$ cat config.mk
export PLATFORM = sky130hd
export DESIGN_NAME = idli_sync_m
export DESIGN_NICKNAME = d
export VERILOG_FILES = /design/src/rtl/idli_pkg.sv /design/src/rtl/idli_sync_m.sv
export SDC_FILE = /design/constraint.sdc
export NUM_CORES = 1
export LEC_CHECK = 0
export ABC_AREA = 1
export BUFFER_PORTS_ARGS = -buffer_cell sky130_fd_sc_hd__buf_2
export CAP_MARGIN = 15
export CORE_MARGIN = 8
export CORE_UTILIZATION = 23
export DETAILED_ROUTE_END_ITERATION = 10
export SYNTH_ARGS = -nofsm -noshare
export SYNTH_HDL_FRONTEND = slang
export SYNTH_SLANG_ARGS = --single-unit
$ cat constraint.sdc
create_clock -name i_sync_gck -period 1.7 [get_ports i_sync_gck]
set_input_delay 0.17 -clock i_sync_gck [delete_from_list [all_inputs] [get_ports i_sync_gck]]
set_output_delay 0.17 -clock i_sync_gck [all_outputs]
set_load 0.1 [all_outputs]
$ cat src/rtl/idli_pkg.sv
// Shared types for the idli core: sync FSM states, the slice-phase counter type
// and the sync debug record carried by the top-level debug bundle.
package idli_pkg;

  localparam int SYNC_SLICE_W = 4;
  localparam int SYNC_DATA_W  = 16;
  localparam int SYNC_CTR_W   = $clog2(SYNC_DATA_W / SYNC_SLICE_W);
  localparam int SYNC_WORD_W  = 16;

  typedef logic [SYNC_CTR_W-1:0] ctr_t;

  typedef enum logic [1:0] {
    SYNC_INIT = 2'd0,
    SYNC_RUN  = 2'd1,
    SYNC_HALT = 2'd2
  } sync_state_t;

  typedef struct packed {
    logic                   run;
    logic [SYNC_WORD_W-1:0] word;
  } debug_sync_t;

endpackage

$ cat src/rtl/idli_sync_m.sv
// Slice-phase counter and pipeline control: post-reset settle delay, halts taken
// only at word boundaries, start/end-of-word strobes and a completed-word count.
module idli_sync_m
  import idli_pkg::*;
#(
  parameter int SLICE_W  = SYNC_SLICE_W,
  parameter int DATA_W   = SYNC_DATA_W,
  parameter int CTR_W    = $clog2(DATA_W / SLICE_W),
  parameter int INIT_CYC = 8,
  parameter int N_CH     = 2,
  parameter int WORD_W   = SYNC_WORD_W
) (
  input  logic              i_sync_gck,
  input  logic              i_sync_rst,
  input  logic [N_CH-1:0]   i_sync_halt_req,
  output logic [N_CH-1:0]   o_sync_halt_ack,
  output logic [CTR_W-1:0]  o_sync_ctr,
  output logic              o_sync_run,
  output logic              o_sync_sow,
  output logic              o_sync_eow,
  output logic [WORD_W-1:0] o_sync_word
);

  localparam int RATIO   = DATA_W / SLICE_W;
  localparam int INIT_CW = (INIT_CYC > 1) ? $clog2(INIT_CYC) : 1;

  localparam logic [CTR_W-1:0]   CTR_LAST  = CTR_W'(RATIO - 1);
  localparam logic [INIT_CW-1:0] INIT_LAST = INIT_CW'((INIT_CYC > 0) ? INIT_CYC - 1 : 0);

  generate
    if ((RATIO < 2) || ((RATIO & (RATIO - 1)) != 0) || ((DATA_W % SLICE_W) != 0)) begin : g_bad_ratio
      $error("idli_sync_m: DATA_W/SLICE_W must be a power of two >= 2");
    end
  endgenerate

  sync_state_t        state_reg, state_next;
  logic [INIT_CW-1:0] init_cnt_reg, init_cnt_next;
  logic [CTR_W-1:0]   ctr_reg, ctr_next;
  logic [WORD_W-1:0]  word_reg, word_next;

  logic halt_any;
  logic at_eow;
  logic halted;

  assign halt_any = |i_sync_halt_req;
  assign at_eow   = (ctr_reg == CTR_LAST);
  assign halted   = (state_reg == SYNC_HALT);

  always_ff @(posedge i_sync_gck or posedge i_sync_rst) begin
    if (i_sync_rst) begin
      state_reg    <= SYNC_INIT;
      init_cnt_reg <= '0;
      ctr_reg      <= '0;
      word_reg     <= '0;
    end else begin
      state_reg    <= state_next;
      init_cnt_reg <= init_cnt_next;
      ctr_reg      <= ctr_next;
      word_reg     <= word_next;
    end
  end

  always_comb begin
    state_next    = state_reg;
    init_cnt_next = init_cnt_reg;
    ctr_next      = ctr_reg;
    word_next     = word_reg;

    case (state_reg)
      SYNC_INIT: begin
        ctr_next = '0;
        // INIT_LAST is 0 for INIT_CYC of 0 or 1, so both leave on the first edge.
        if (init_cnt_reg == INIT_LAST) begin
          state_next    = SYNC_RUN;
          init_cnt_next = '0;
        end else begin
          init_cnt_next = init_cnt_reg + 1'b1;
        end
      end

      SYNC_RUN: begin
        ctr_next = ctr_reg + 1'b1;
        if (at_eow) begin
          word_next = word_reg + 1'b1;
          // Requests are only sampled on the last slice; earlier pulses are lost.
          if (halt_any) begin
            state_next = SYNC_HALT;
            ctr_next   = '0;
          end
        end
      end

      SYNC_HALT: begin
        ctr_next = '0;
        if (!halt_any) begin
          state_next = SYNC_RUN;
        end
      end

      default: begin
        state_next    = SYNC_INIT;
        init_cnt_next = '0;
        ctr_next      = '0;
      end
    endcase
  end

  genvar gi;
  generate
    for (gi = 0; gi < N_CH; gi++) begin : g_ack
      assign o_sync_halt_ack[gi] = halted & i_sync_halt_req[gi];
    end
  endgenerate

  assign o_sync_run  = (state_reg == SYNC_RUN);
  assign o_sync_sow  = o_sync_run && (ctr_reg == '0);
  assign o_sync_eow  = o_sync_run && at_eow;
  assign o_sync_ctr  = ctr_reg;
  assign o_sync_word = word_reg;

endmodule
==> results of run 1 <==
## final timing paths
kind                                    start         endpoint  slack [ns]  cells past startpoint
setup / recovery                 state_reg[1]       o_sync_run        0.10                      3
hold / removal             i_sync_halt_req[0]    o_sync_ctr[0]        0.21                      4
max in group asynchronous          i_sync_rst    o_sync_ctr[1]        0.96                      4
hold reg to reg                o_sync_word[8]   o_sync_word[8]        0.48                      1
min in group asynchronous          i_sync_rst  o_sync_word[15]        0.47                      4
setup reg to reg                 state_reg[1]  o_sync_word[10]        0.26                      6
## cell type report
type	instances	share of cell area
Inverter	24	0.0662
Sequential cell	23	0.371
Multi-Input combinational cell	94	0.350
Tap cell	70	0.0545
Timing Repair Buffer	28	0.129
Clock inverter	1	0.00312
Clock buffer	3	0.0257
## layer usage
layer / global-route usage / part of all wire
met1: 0.0783 / 0.43
met4: 0.0415 / 0.026
met3: 0.00929 / 0.047
met5: 0 / 0
met2: 0.126 / 0.49
## kinds of logic after synthesis
group	after synthesis	share of synthesized area
compound gates	6	0.0249
xor+xnor	12	0.0873
fa+ha+maj	8	0.0832
buf+inv	24	0.0748
flops	23	0.478
simple gates	68	0.252
## critical path: stages (launching register included)
cell     delay (ns)
dfrtp_1        0.39
inv_1          0.12
ha_4           0.20
buf_2          0.45
## synth_stat cells, drive strengths merged
cell   number  area share
nand2      41        0.14
ha          8       0.083
xor2        6       0.044
nand3       7       0.029
inv        24       0.075
o21ai       4       0.017
a21oi       2      0.0083
nor3        2       0.018
nor2       15       0.053
nand4       3       0.016
xnor2       6       0.044
dfrtp      23        0.48
## power groups by stage
stage               Clock [W]  Combinational (W)  Sequential [W]
floorplan                   0           0.000643        0.000907
global placement            0            0.00108        0.000707
detailed placement          0            0.00110        0.000711
CTS                  0.000358            0.00110        0.000700
global route         0.000368            0.00118        0.000716
finish               0.000344            0.00108        0.000698
## through the flow
step | instance area (um^2) | hold slack, ns | utilization
finish | 1610 | 0.208 | 0.317
global route | 1610 | 0.262 | 0.317
CTS | 1610 | 0.206 | 0.317
detailed placement | 1550 | 0.244 | 0.305
global placement | 1550 | 0.232 | 0.305
floorplan | 1260 | 0.171 | -
==> results.toml, run 1 <==
[critical_path]
crit_required_ns = 1.53
critical_path_arrival_ns = 1.43
setup.worst_path.end_class = "output pin"
critPathLaunchType = "flip-flop"
path_class = "flip-flop to output pin"
cp_max_fo = 6

[pwr]
clkPwrFrac = 0.162
switchingPower_w = 0.00103
internal-power_w = 0.00109
power_density_nw_per_um2 = 1320
power_w = 0.00212
cellLeakagePower_nw = 0.861
peakVddDrop_mv = 0.501
pwr-share-comb = 0.509
pwr-share-seq = 0.329
swShare = 0.487

[sta]
period_share = 0.941
worst_slew_pin_slew_ns = 0.497
hold_viol = 0
setup_tns_ns = 0
slew_headroom = 0.671
drv_slew = 0
clock_skew_ns = 0.00764
setup_violations = 0
rsz0062_at_grt = "false"
setup_ws_ns = 0.100
max_freq_mhz = 625
period_minus_slack_ns = 1.60

[cts]
cts_buffers = 3
clockBufferDepth = 2
postCtsSetupRepairBufs = 0
cts_root_buf = "clkbuf_8"
cts_resized = 0
hold_buffers = 1
clock_latency_ns = 0.27
cts_tree = "yes"
cts_sinks = 23
h-tree-depth = 1
clkTransAtPathRegs_ns = 0.08

[yosys]
syn_area_per_cell_um2 = 8.54
yosys_warnings = 0
syn_nets = 153
synth-seq-cells = 23
synthCells = 141
yosysSeqAreaShare = 0.478
synthesis.area_um2 = 1200
yosysUniqueCellTypes = 17

[route]
vias_per_cell = 3.94
post-route-drc-count = 0
num_vias = 957
dr.pass1.iters = 4
antenna_left = 0
wl_per_cell_um = 10.3
wirelength_um = 2500
drt_iter0_markers = 32

[floorplan]
dieArea_um2 = 7800
die_w_um = 88.3
initial_utilization = 0.237
core_um2 = 5070
rows = 26
io_pins = 27
dieHeight_um = 88.3

[layout]
n_antenna_cell = 0
final_cells = 243
multi_input_area_um2 = 562
syn2layout_area_growth_pct = 33.5
final_nets = 186
largest_register_ffs = 16
regArea_um2 = 597
fillers = 547
layout_commonest_cell = "nand2_1"
mostFrequentLayoutCells = "39 x nand2_1, 22 x inv_1, 22 x buf_2"
drive_above_1_share = 0.301

[place]
place_ws_ns = 0.236
place_hpwl_um = 2020
gp_congestion = 0.810
numPortBuffers = 26
dp.cells = 238

[global_routing]
grt_max_degree = 24
grt_overflow = 0
grt_pass1_vias = 965
grt_first_pass_wirelength_um = 4370
grt_use_total = 0.0708
grt_antenna_before_repair = 0

[outcome]
status = "finished, final reports clean"

[run]
max_cap_viol_count = 0

[worst_hold_path]
hold_class = "input pin to flip-flop"
Note: power is estimated with default switching activity, not from simulation.
==> run 2, diff against run 1 <==
- GPL_TIMING_DRIVEN: unset -> 0
- clock period: 1.7 -> 1.8 ns (I/O delays scaled with it)
==> results.toml, run 2 (synthesis results as in run 1) <==
[cts]
postCtsSetupRepairBufs = 0
clock_latency_ns = 0.26
clkTransAtPathRegs_ns = 0.08
cts_buffers = 3
hold_buffers = 0
cts_root_buf = "clkbuf_8"
h-tree-depth = 1
cts_sinks = 23
clockBufferDepth = 2
cts_resized = 1
cts_tree = "yes"

[layout]
layout_commonest_cell = "nand2_1"
mostFrequentLayoutCells = "39 x nand2_1, 25 x buf_2, 23 x inv_1"
n_antenna_cell = 0
largest_register_ffs = 16
final_nets = 184
syn2layout_area_growth_pct = 24.8
drive_above_1_share = 0.257

[global_routing]
grt_antenna_before_repair = 0
busiest_layer = "met2"
met2_usage = 0.102
grt_pass1_vias = 905
grt_overflow = 0
met3_usage = 0.0176
grt_use_total = 0.0653
grt_first_pass_wirelength_um = 3970
gr-usage-met1 = 0.0757
grt_max_degree = 24

[critical_path]
cpPeakStageDelay_ns = 0.42
critical_path_arrival_ns = 1.50
critPathSlowestCell = "dfrtp_1"
critPathLaunchType = "flip-flop"
setup.worst_path.end_class = "output pin"
crit_required_ns = 1.62
cp_max_fo = 3
path_class = "flip-flop to output pin"
cp_common_cell = "inv_1"
ff2ff_setup_slack_ns = 0.31
path_delay_family = "buffers and inverters"
path_buf_inv = 3
worstPathCellList = "inv_1 -> ha_1 -> nand2_1 -> inv_1 -> buf_2"

[route]
antenna_left = 0
vias_per_cell = 3.87
wl_per_cell_um = 10.1
num_vias = 932
wirelength_um = 2440
post-route-drc-count = 0
dr.pass1.iters = 4
drt_iter0_markers = 42

[place]
place_hpwl_um = 1950
place_ws_ns = 0.289
gp_congestion = 0.691
numPortBuffers = 26

[outcome]
status = "finished, final reports clean"

[sta]
setup_ws_ns = 0.117
period_share = 0.935
setup_violations = 0
setup_tns_ns = 0
max_freq_mhz = 594
drv_slew = 0
rsz0062_at_grt = "false"
period_minus_slack_ns = 1.68
hold_viol = 0
clock_skew_ns = 0.000739
worst_slew_pin_slew_ns = 0.902
slew_headroom = 0.398

[run]
max_cap_viol_count = 0

[worst_hold_path]
hold_class = "input pin to async pin"

[floorplan]
dieHeight_um = 88.3
die_w_um = 88.3
io_pins = 27
initial_utilization = 0.237
core_um2 = 5070
dieArea_um2 = 7800
rows = 26

[pwr]
peakVddDrop_mv = 0.469
power_density_nw_per_um2 = 1250
cellLeakagePower_nw = 0.865
==> run 2: changes by cell type in the layout (fill, tap and decap cells not counted), moves of 3 or more <==
cell / before / now
buf_12: 4 / 0
dfrtp_2: 11 / 7
dfrtp_1: 10 / 14
buf_2: 22 / 25
==> run 2: where the power goes <==
part | switching (W) | leakage [nW] | total [W] | internal [W]
clock | 0.000157 | 0.0228 | 0.000314 | 0.000158
combinational | 0.000716 | 0.546 | 0.000901 | 0.000186
sequential | 0.0000588 | 0.296 | 0.000660 | 0.000601
==> run 2: layout make-up <==
| class | instances | area, um^2 |
|---|---|---|
| tap | 70 | 87.6 |
| timing repair buffer | 26 | 133 |
| clock buffer | 4 | 45.0 |
| fill | 569 | 3570 |
| inverter | 24 | 95.1 |
| sequential | 23 | 592 |
| multi-input combinational | 94 | 551 |
==> run 2: worst paths after layout <==
kind | start | endpoint | depth (start not counted)
worst max-delay path | state_reg[0] | o_sync_halt_ack[1] | 5
worst min-delay path | i_sync_rst | o_sync_word[15] | 2
worst max register to register | state_reg[1] | o_sync_word[12] | 6
worst min register to register | o_sync_word[8] | o_sync_word[8] | 1
max in group asynchronous | i_sync_rst | o_sync_ctr[1] | 2
min in group i_sync_gck | i_sync_halt_req[0] | o_sync_ctr[0] | 4
==> run 2: stage by stage <==
| step | hold slack (ns) | util | cells | cell area (um^2) | total power (W) |
|---|---|---|---|---|---|
| after floorplan | 0.181 | - | 141 | 1240 | 0.00144 |
| after global placement | 0.430 | 0.287 | 237 | 1460 | 0.00156 |
| after detailed placement | 0.428 | 0.287 | 237 | 1460 | 0.00159 |
| after CTS | 0.140 | 0.296 | 241 | 1500 | 0.00191 |
| after global routing | 0.173 | 0.296 | 241 | 1500 | 0.00200 |
| final | 0.106 | 0.296 | 241 | 1500 | 0.00188 |
==> run 2: per-layer routing <==
| metal | up-vias | wire (um) |
|---|---|---|
| met4 | 0 | 48 |
| met1 | 417 | 1150 |
| met2 | 20 | 1050 |
| met3 | 2 | 198 |
| met5 | - | 0 |
| li1 | 493 | - |
==> run 3, diff against run 2 <==
==> constraint.sdc (replaced) <==
create_clock -name i_sync_gck -period 1.8 [get_ports i_sync_gck]
set_input_delay 0.09 -clock i_sync_gck [delete_from_list [all_inputs] [get_ports i_sync_gck]]
set_output_delay 0.09 -clock i_sync_gck [all_outputs]
set_load 0.1 [all_outputs]
==> results.toml, run 3 (synthesis results as in run 1) <==
[critical_path]
path_delay_family = "buffers and inverters"
cpPeakStageDelay_ns = 0.42
critPathLaunchType = "flip-flop"
cp_max_fo = 8
setup.worst_path.end_class = "output pin"
r2r_cells = 6
worstPathCellList = "inv_1 -> ha_4 -> nand2_4 -> inv_6 -> buf_2"
ff2ff_setup_slack_ns = 0.31
path_buf_inv = 3
crit_required_ns = 1.71
r2r_start = "state_reg[1]"
critPathSlowestCell = "buf_2"
path_class = "flip-flop to output pin"
reg2reg_to = "o_sync_word[12]"
critical_path_arrival_ns = 1.60

[layout]
syn2layout_area_growth_pct = 24.6
n_antenna_cell = 0
layout_commonest_cell = "nand2_1"
final_nets = 184
mostFrequentLayoutCells = "39 x nand2_1, 26 x buf_2, 23 x inv_1"
drive_above_1_share = 0.257
post-route-util = 0.296
largest_register_ffs = 16

[global_routing]
grt_pass1_vias = 905
grt_first_pass_wirelength_um = 3970
grt_antenna_before_repair = 0
grt_use_total = 0.0653
grt_overflow = 0
grt_max_degree = 24

[sta]
setup_violations = 0
hold_viol = 0
period_share = 0.937
max_freq_mhz = 593
drv_slew = 0
rsz0062_at_grt = "false"
slew_headroom = 0.398
setup_tns_ns = 0
clock_skew_ns = 0.000739
period_minus_slack_ns = 1.69
setup_ws_ns = 0.114
worst_slew_pin_slew_ns = 0.902

[floorplan]
dieHeight_um = 88.3
rows = 26
core_um2 = 5070
dieArea_um2 = 7800
die_w_um = 88.3
initial_utilization = 0.237
io_pins = 27

[place]
place_ws_ns = 0.308
numPortBuffers = 26
gp_congestion = 0.691
place_hpwl_um = 1950

[route]
drt_iter0_markers = 42
wl_per_cell_um = 10.1
vias_per_cell = 3.87
wirelength_um = 2440
post-route-drc-count = 0
num_vias = 932
antenna_left = 0
dr.pass1.iters = 4

[cts]
clock_latency_ns = 0.26
cts_tree = "yes"
clkTransAtPathRegs_ns = 0.08
postCtsSetupRepairBufs = 0
cts_sinks = 23
cts_resized = 0
clockBufferDepth = 2
hold_buffers = 0
h-tree-depth = 1
cts_root_buf = "clkbuf_8"
cts_buffers = 3

[run]
max_cap_viol_count = 0

[pwr]
power_w = 0.00188
peakVddDrop_mv = 0.469
cellLeakagePower_nw = 0.865
power_density_nw_per_um2 = 1250

[outcome]
status = "finished, final reports clean"

[worst_hold_path]
hold_class = "input pin to async pin"
==> run 3: stage by stage <==
stage	hold WS [ns]	instance area, um^2	instances
after floorplan	0.0915	1240	141
after global placement	0.340	1460	237
after detailed placement	0.338	1460	237
after CTS	0.0501	1500	241
after global routing	0.0833	1500	241
final	0.0156	1500	241
==> run 3: metal layers <==
metal | GRT usage | routed length (um) | vias to the layer above
li1 | - | - | 493
met1 | 0.0757 | 1150 | 417
met2 | 0.102 | 1050 | 20
met3 | 0.0176 | 198 | 2
met4 | 0.0461 | 48 | 0
met5 | 0 | 0 | -
==> run 3: final cells by class <==
| cell class | count | area [um^2] |
|---|---|---|
| multi-input cells | 94 | 551 |
| repair buffers | 26 | 130 |
| inverters | 24 | 95.1 |
| fillers | 568 | 3570 |
| well taps | 70 | 87.6 |
| clock buffers | 4 | 45.0 |
| flip-flops and latches | 23 | 592 |
==> run 3: worst max path at each step <==
stage,startpoint,end,slack [ns],depth (start not counted)
final,state_reg[1],o_sync_eow,0.11,5
after global routing,state_reg[1],o_sync_eow,0.04,5
after CTS,state_reg[1],o_sync_eow,0.08,5
after detailed placement,state_reg[1],o_sync_word[10],0.31,6
after global placement,state_reg[1],o_sync_word[10],0.32,6
after floorplan,o_sync_word[6],o_sync_word[15],0.004,7
==> run 3: report_power, final <==
group	total, W	leakage (nW)	switching [W]	internal [W]
combinational	0.000901	0.546	0.000716	0.000186
sequential	0.000660	0.296	0.0000588	0.000601
clock	0.000314	0.0228	0.000157	0.000158
total	0.00188	0.865	0.000931	0.000944
==> run 3: worst reg2reg max path: cells and delay by family (launching register included) <==
| family | cells | cell delay [ns] |
|---|---|---|
| buf+inv | 1 | 0.12 |
| xor+xnor | 1 | 0.13 |
| simple gates | 3 | 0.56 |
| fa+ha+maj | 1 | 0.19 |
| flops | 1 | 0.39 |
